## config.mk

```make
export PLATFORM = sky130hd
export DESIGN_NAME = fifo_sync_param
export DESIGN_NICKNAME = d
export VERILOG_FILES = /design/src/rtl/fifo_sync_param_pkg.sv /design/src/rtl/fifo_sync_mem.sv /design/src/rtl/fifo_sync_param.sv
export SDC_FILE = /design/constraint.sdc
export NUM_CORES = 2
export LEC_CHECK = 0
export CAP_MARGIN = 15
export CORE_ASPECT_RATIO = 1.25
export CORE_MARGIN = 2
export CORE_UTILIZATION = 45
export CTS_BUF_LIST = sky130_fd_sc_hd__clkbuf_8
export CTS_CLUSTER_DIAMETER = 120
export DETAILED_ROUTE_END_ITERATION = 10
export PLACE_DENSITY = 0.71
export SLEW_MARGIN = 5
export SYNTH_ARGS = -nofsm -noshare
export SYNTH_HDL_FRONTEND = slang
export SYNTH_SLANG_ARGS = --single-unit
```

## constraint.sdc

```tcl
create_clock -name clk -period 6.4 [get_ports clk]
set_input_delay 1.92 -clock clk [delete_from_list [all_inputs] [get_ports clk]]
set_output_delay 1.92 -clock clk [all_outputs]
set_load 0.005 [all_outputs]
```

## src/rtl/fifo_sync_param_pkg.sv

```systemverilog
// rtl/fifo_sync_param_pkg.sv - shared read-mode constants and depth helper for the sync FIFO family
package fifo_sync_param_pkg;

    localparam int FIFO_MODE_STD  = 0;
    localparam int FIFO_MODE_FWFT = 1;

    function automatic int fifo_depth(input int addr_width);
        return 1 << addr_width;
    endfunction

endpackage

```

## src/rtl/fifo_sync_mem.sv

```systemverilog
// rtl/fifo_sync_mem.sv - 1-write/1-read register array, clocked write, asynchronous read, no reset
module fifo_sync_mem #(
    parameter int DATA_WIDTH = 16,
    parameter int ADDR_WIDTH = 8
) (
    input  logic                  clk,
    input  logic                  we,
    input  logic [ADDR_WIDTH-1:0] waddr,
    input  logic [DATA_WIDTH-1:0] wdata,
    input  logic [ADDR_WIDTH-1:0] raddr,
    output logic [DATA_WIDTH-1:0] rdata
);

    logic [DATA_WIDTH-1:0] mem [0:(1 << ADDR_WIDTH)-1];

    always_ff @(posedge clk) begin
        if (we) begin
            mem[waddr] <= wdata;
        end
    end

    assign rdata = mem[raddr];

endmodule

```

## src/rtl/fifo_sync_param.sv

```systemverilog
// rtl/fifo_sync_param.sv - single-clock parametrised FIFO with standard or FWFT read, count and threshold flags
module fifo_sync_param
    import fifo_sync_param_pkg::*;
#(
    parameter int DATA_WIDTH = 16,
    parameter int ADDR_WIDTH = 8,
    parameter int FWFT       = FIFO_MODE_STD,
    parameter int AFULL_TH   = fifo_depth(ADDR_WIDTH) - 2,
    parameter int AEMPTY_TH  = 2
) (
    input  logic                  clk,
    input  logic                  rst,
    input  logic                  wr_en,
    input  logic [DATA_WIDTH-1:0] din,
    input  logic                  rd_en,
    output logic [DATA_WIDTH-1:0] dout,
    output logic                  valid,
    output logic                  empty,
    output logic                  full,
    output logic                  almost_empty,
    output logic                  almost_full,
    output logic [ADDR_WIDTH:0]   count,
    output logic                  overflow,
    output logic                  underflow
);

    localparam int                DEPTH     = fifo_depth(ADDR_WIDTH);
    localparam logic [ADDR_WIDTH:0] DEPTH_W  = (ADDR_WIDTH+1)'(DEPTH);
    localparam logic [ADDR_WIDTH:0] AFULL_W  = (ADDR_WIDTH+1)'(AFULL_TH);
    localparam logic [ADDR_WIDTH:0] AEMPTY_W = (ADDR_WIDTH+1)'(AEMPTY_TH);
    localparam logic [ADDR_WIDTH:0] PTR_INC  = (ADDR_WIDTH+1)'(1);

    if (DATA_WIDTH < 1) begin : g_bad_data_width
        $error("fifo_sync_param: DATA_WIDTH must be >= 1");
    end
    if (ADDR_WIDTH < 2) begin : g_bad_addr_width
        $error("fifo_sync_param: ADDR_WIDTH must be >= 2");
    end
    if (FWFT != FIFO_MODE_STD && FWFT != FIFO_MODE_FWFT) begin : g_bad_mode
        $error("fifo_sync_param: FWFT must be 0 or 1");
    end
    if (AFULL_TH < 0 || AFULL_TH > DEPTH) begin : g_bad_afull
        $error("fifo_sync_param: AFULL_TH outside 0..depth");
    end
    if (AEMPTY_TH < 0 || AEMPTY_TH > DEPTH) begin : g_bad_aempty
        $error("fifo_sync_param: AEMPTY_TH outside 0..depth");
    end

    // Extra MSB on each pointer counts laps so full and empty stay distinguishable.
    logic [ADDR_WIDTH:0]   wr_ptr;
    logic [ADDR_WIDTH:0]   rd_ptr;
    logic                  wr_acc;
    logic                  rd_acc;
    logic [DATA_WIDTH-1:0] mem_rdata;

    assign count        = wr_ptr - rd_ptr;
    assign empty        = (count == '0);
    assign full         = (count == DEPTH_W);
    assign almost_empty = (count <= AEMPTY_W);
    assign almost_full  = (count >= AFULL_W);

    // Acceptance looks only at pre-edge flags: no write-through-read or read-through-write bypass.
    assign wr_acc = wr_en && !full;
    assign rd_acc = rd_en && !empty;

    always_ff @(posedge clk or posedge rst) begin
        if (rst) begin
            wr_ptr    <= '0;
            rd_ptr    <= '0;
            overflow  <= 1'b0;
            underflow <= 1'b0;
        end else begin
            if (wr_acc) begin
                wr_ptr <= wr_ptr + PTR_INC;
            end
            if (rd_acc) begin
                rd_ptr <= rd_ptr + PTR_INC;
            end
            overflow  <= wr_en && full;
            underflow <= rd_en && empty;
        end
    end

    fifo_sync_mem #(
        .DATA_WIDTH (DATA_WIDTH),
        .ADDR_WIDTH (ADDR_WIDTH)
    ) u_mem (
        .clk   (clk),
        .we    (wr_acc),
        .waddr (wr_ptr[ADDR_WIDTH-1:0]),
        .wdata (din),
        .raddr (rd_ptr[ADDR_WIDTH-1:0]),
        .rdata (mem_rdata)
    );

    if (FWFT == FIFO_MODE_FWFT) begin : g_fwft
        assign dout  = mem_rdata;
        assign valid = !empty;
    end else begin : g_std
        logic [DATA_WIDTH-1:0] dout_q;
        logic                  valid_q;

        // dout holds the last popped word between reads; valid marks the cycle after a pop.
        always_ff @(posedge clk or posedge rst) begin
            if (rst) begin
                dout_q  <= '0;
                valid_q <= 1'b0;
            end else begin
                valid_q <= rd_acc;
                if (rd_acc) begin
                    dout_q <= mem_rdata;
                end
            end
        end

        assign dout  = dout_q;
        assign valid = valid_q;
    end

endmodule
```

==> flow_metrics.env <==
export IMPL_floorplan_die_area_sq_mm=0.358
export IMPL_timing_critical_path_cells="inv_2 > ha_1 > inv_1 > fa_1 > a211o_1 > and3_4 > nor2_1 > nand4_1 > nor2_1 > nand3_1 > nand2_1 > clkdlybuf4s50_1"
export IMPL_cts_root_buffer_cell="sky130_fd_sc_hd__clkbuf_8"
export IMPL_grt_ovfl_total=0
export IMPL_dp_hpwl_um=238000
export IMPL_yosys_area_top_type="sky130_fd_sc_hd__edfxtp_1"
export IMPL_fp_dieH_um=669
export IMPL_internal_power_w=0.0483
export IMPL_i_o_pin_total=52
export IMPL_start_util_pct=45.1
export IMPL_synth_top_cells_by_count="sky130_fd_sc_hd__edfxtp_1 (4096), sky130_fd_sc_hd__mux4_2 (1024), sky130_fd_sc_hd__nor2_1 (307), sky130_fd_sc_hd__nand2_1 (198), sky130_fd_sc_hd__clkbuf_1 (191)"
export IMPL_power_density_mw_per_mm2=396
export IMPL_seq_power_share_pct=42.9
export IMPL_min_path_type="flop to flop"
export IMPL_drt_drc_violations_left=0
export IMPL_p_sw_share_pct=31.8
export IMPL_ys_seq_area_share_pct=77.9
export IMPL_dp_slack_ns=0.897
export IMPL_timing_fmax_mhz=159
export IMPL_startpoint="wr_ptr[0]"
export IMPL_rows=244
export IMPL_r2r_slack_ns=0.88
export IMPL_setup_viol_count_final=0
export IMPL_worst_pin_slew_ns=1.48
export IMPL_slew_limit_headroom_pct=1.65
export IMPL_fillCellCount=27104
export IMPL_clkLatencyLatePin_ns=1.09
export IMPL_routedWlPerCell_um=31.3
export IMPL_finalClockSkew_ns=0.0968
export IMPL_end_kind="primary output"
export IMPL_slack_of_the_critical_path_ns=0.128
export IMPL_post_route_cells_drive_above_1_share_pct=29.7
export IMPL_holdWs_ns=0.495
export IMPL_yosys_most_used_dff="sky130_fd_sc_hd__edfxtp_1"
export IMPL_cp_max_fo=5
export IMPL_min_period_ns=6.27
export IMPL_timing_final_max_slew_violations=0
export IMPL_peak_supply_drop_mv=0.562
export IMPL_die_x_um=536
export IMPL_required_time_of_the_critical_path_ns=4.48
export IMPL_fraction_of_registers_with_async_set_or_reset_after_synthesis_pct=0.895
export IMPL_area_growth_synth_to_final_pct=12.3
export IMPL_final_hold_viol_count=0
export IMPL_cts_tree="done"
export IMPL_crit_path_leading_delay_family="simple AND/OR/NAND/NOR gates"
export IMPL_synthDistinctLibCells=63
export IMPL_synth_net_count=7211
export IMPL_post_layout_total_power_w=0.0708
export IMPL_synth_top_area_share_pct=77.3
export IMPL_pin_count_of_the_biggest_net_entering_global_routing=161
export IMPL_syn_instance_count=7176
export IMPL_cts_max_path_buffers=4
export IMPL_cts_sinks=4133
export IMPL_drt_first_pass_iters=5
export IMPL_critical_path_top_cell_by_count="sky130_fd_sc_hd__nor2_1"
export IMPL_number_of_antenna_violations_at_the_first_check_in_global_routing=11
export IMPL_net_switching_power_w=0.0225
export IMPL_outcome="finished, final reports clean"
export IMPL_cts_inserted_buffers=588
export IMPL_synthTopCellsByArea="sky130_fd_sc_hd__edfxtp_1 (77%), sky130_fd_sc_hd__mux4_2 (14%), sky130_fd_sc_hd__mux2i_1 (1.0%)"
export IMPL_cellLeakagePower_nw=55.7
export IMPL_drv_cap=0
export IMPL_drt_iter0_drc=9702
export IMPL_timing_rr_start="wr_ptr[0]"
export IMPL_detail_route_antenna_nets=0
export IMPL_critical_path_endpoint="almost_full"
export IMPL_startpoint_type="flop"
export IMPL_worst_path_max_delay_cell="sky130_fd_sc_hd__clkdlybuf4s50_1"
export IMPL_synth_enable_flop_cells=4096
export IMPL_grt_pass1_wl_um=578000
export IMPL_cts_max_level=6
export IMPL_buffer_ports_inserted=51
export IMPL_postRouteWirelength_um=405000
export IMPL_globalRouteTotalUtil_pct=22.3
export IMPL_path_buf_inv=3
export IMPL_clk_pin_slew_ns=0.07
export IMPL_destination_of_the_worst_register_to_register_timing_path="u_mem.mem[143][13]"
export IMPL_layout_worst_path_cycle_share_pct=98.0
export IMPL_floorplan_core_area_sq_mm=0.353
export IMPL_vias=79105
export IMPL_crit_cells=12
export IMPL_clock_power_share_pct=27.8
export IMPL_grt_pass1_vias=80088
export IMPL_detail_route_vias_per_cell=6.11
export IMPL_critPathMaxStageDelay_ns=0.50
export IMPL_gp_routability_congestion=0.881
export IMPL_timing_setup_critical_path_class="flop to primary output"
export IMPL_syn_mean_instance_area_sq_um=22.2
export IMPL_finalSetupTns_ns=0
export IMPL_reg2reg_depth=14
export IMPL_ys_seq_elements=4133
export IMPL_synth_yosys_warnings=0
export IMPL_finalNetCount=7853
export IMPL_most_numerous_cell_in_the_yosys_netlist="sky130_fd_sc_hd__edfxtp_1"
export IMPL_postCtsHoldBufs=0
export IMPL_syn_cell_area_sq_mm=0.159
export IMPL_crit_arrival_ns=4.35
export IMPL_power_combinational_fraction_pct=29.2
-- metrics by stage --
stage	instance area, sq um	utilization (%)	cells
final	179000	50.6	12950
after global routing	179000	50.6	12942
after CTS	178000	50.6	12936
after detailed placement	168000	47.5	11899
after global placement	167000	47.5	11894
after floorplan	159000	-	7176
-- per-layer routing --
layer	track usage [%]	part of all wire, %	routed length, um	up-vias
li1	-	-	-	31646
met1	28.6	36	145000	41915
met2	36.4	49	199000	4649
met3	4.08	9.1	36800	891
met4	11.8	5.9	23700	4
met5	0	0.0067	27	-
-- cell families (layout without fill, tap and decap cells) --
group	after synthesis	count (layout)	synth area share, %
AO/OA/AOI/OAI	579	579	2.37
XOR/XNOR	21	21	0.120
adder cells (fa/ha/maj)	15	15	0.123
buffers and inverters	443	1531	1.32
flip-flops	4133	4133	77.9
multiplexers	1279	1279	16.2
other	0	12	0
AND/OR/NAND/NOR	706	706	1.98
-- cells in the final DEF, fill, tap and decap left out, drive strengths merged, types with 96 or more instances in the layout --
cell type / netlist / layout
edfxtp: 4096 / 4096
mux4: 1024 / 1024
clkbuf: 191 / 606
buf: 234 / 442
nor2: 307 / 307
inv: 17 / 215
nand2: 199 / 199
clkinv: 1 / 181
o21ai: 160 / 160
mux2i: 159 / 159
a21oi: 126 / 126
nor3: 105 / 105
o221ai: 99 / 99
mux2: 96 / 96
-- sequential cells by signal, summed over array words and instances, names as in the netlist --
| register | count |
|---|---|
| u_mem.mem | 4096 |
| dout | 16 |
| rd_ptr | 9 |
| wr_ptr | 9 |
| overflow | 1 |
| underflow | 1 |
| valid | 1 |
-- how the worst min path moves through the flow --
stage                    from        end  slack, ns  cells past startpoint
floorplan           wr_ptr[8]  wr_ptr[8]       0.46                      1
global route        wr_ptr[8]  wr_ptr[8]       0.52                      1
CTS                 wr_ptr[8]  wr_ptr[8]       0.49                      1
detailed placement  wr_ptr[8]  wr_ptr[8]       0.48                      1
global placement    wr_ptr[8]  wr_ptr[8]       0.47                      1
finish              wr_ptr[8]  wr_ptr[8]       0.50                      1
-- worst register-to-register path: cells and delay by family, from the launching register on --
family | cells | cell delay (ns)
adders and majority gates | 2 | 0.58
and+or+nand+nor | 3 | 1.45
buffers and inverters | 5 | 1.16
AOI/OAI and AO/OA | 3 | 1.19
xor gates and xnor gates | 1 | 0.35
DFF | 1 | 0.45
-- layout make-up --
class / instances / area (sq um) / share of cell area [%]
Timing Repair Buffer: 477 / 4150 / 2.33
Sequential cell: 4133 / 124000 / 69.4
Clock buffer: 606 / 8340 / 4.67
Tap cell: 4674 / 5850 / 3.28
Clock inverter: 430 / 2570 / 1.44
Inverter: 18 / 67.6 / 0.0378
Multi-Input combinational cell: 2600 / 33600 / 18.8
Antenna cell: 12 / 30.0 / 0.0168
-- timing repair --
| item | 4_1_cts | 5_1_grt |
|---|---|---|
| setup endpoints to repair | 3 | 3 |
| gates resized for setup | 2 | 4 |
| pin swaps | 1 | 4 |
| buffers inserted | 1 | 1 |
-- power groups by stage --
| stage | clock network [W] | registers [W] | logic [W] |
|---|---|---|---|
| after global routing | 0.0210 | 0.0304 | 0.0216 |
| final | 0.0197 | 0.0304 | 0.0207 |
| after CTS | 0.0199 | 0.0304 | 0.0206 |
| after detailed placement | 0 | 0.0309 | 0.0206 |
| after global placement | 0 | 0.0309 | 0.0204 |
| after floorplan | 0 | 0.0308 | 0.0133 |
No activity file was read; power rests on OpenSTA's default activity.
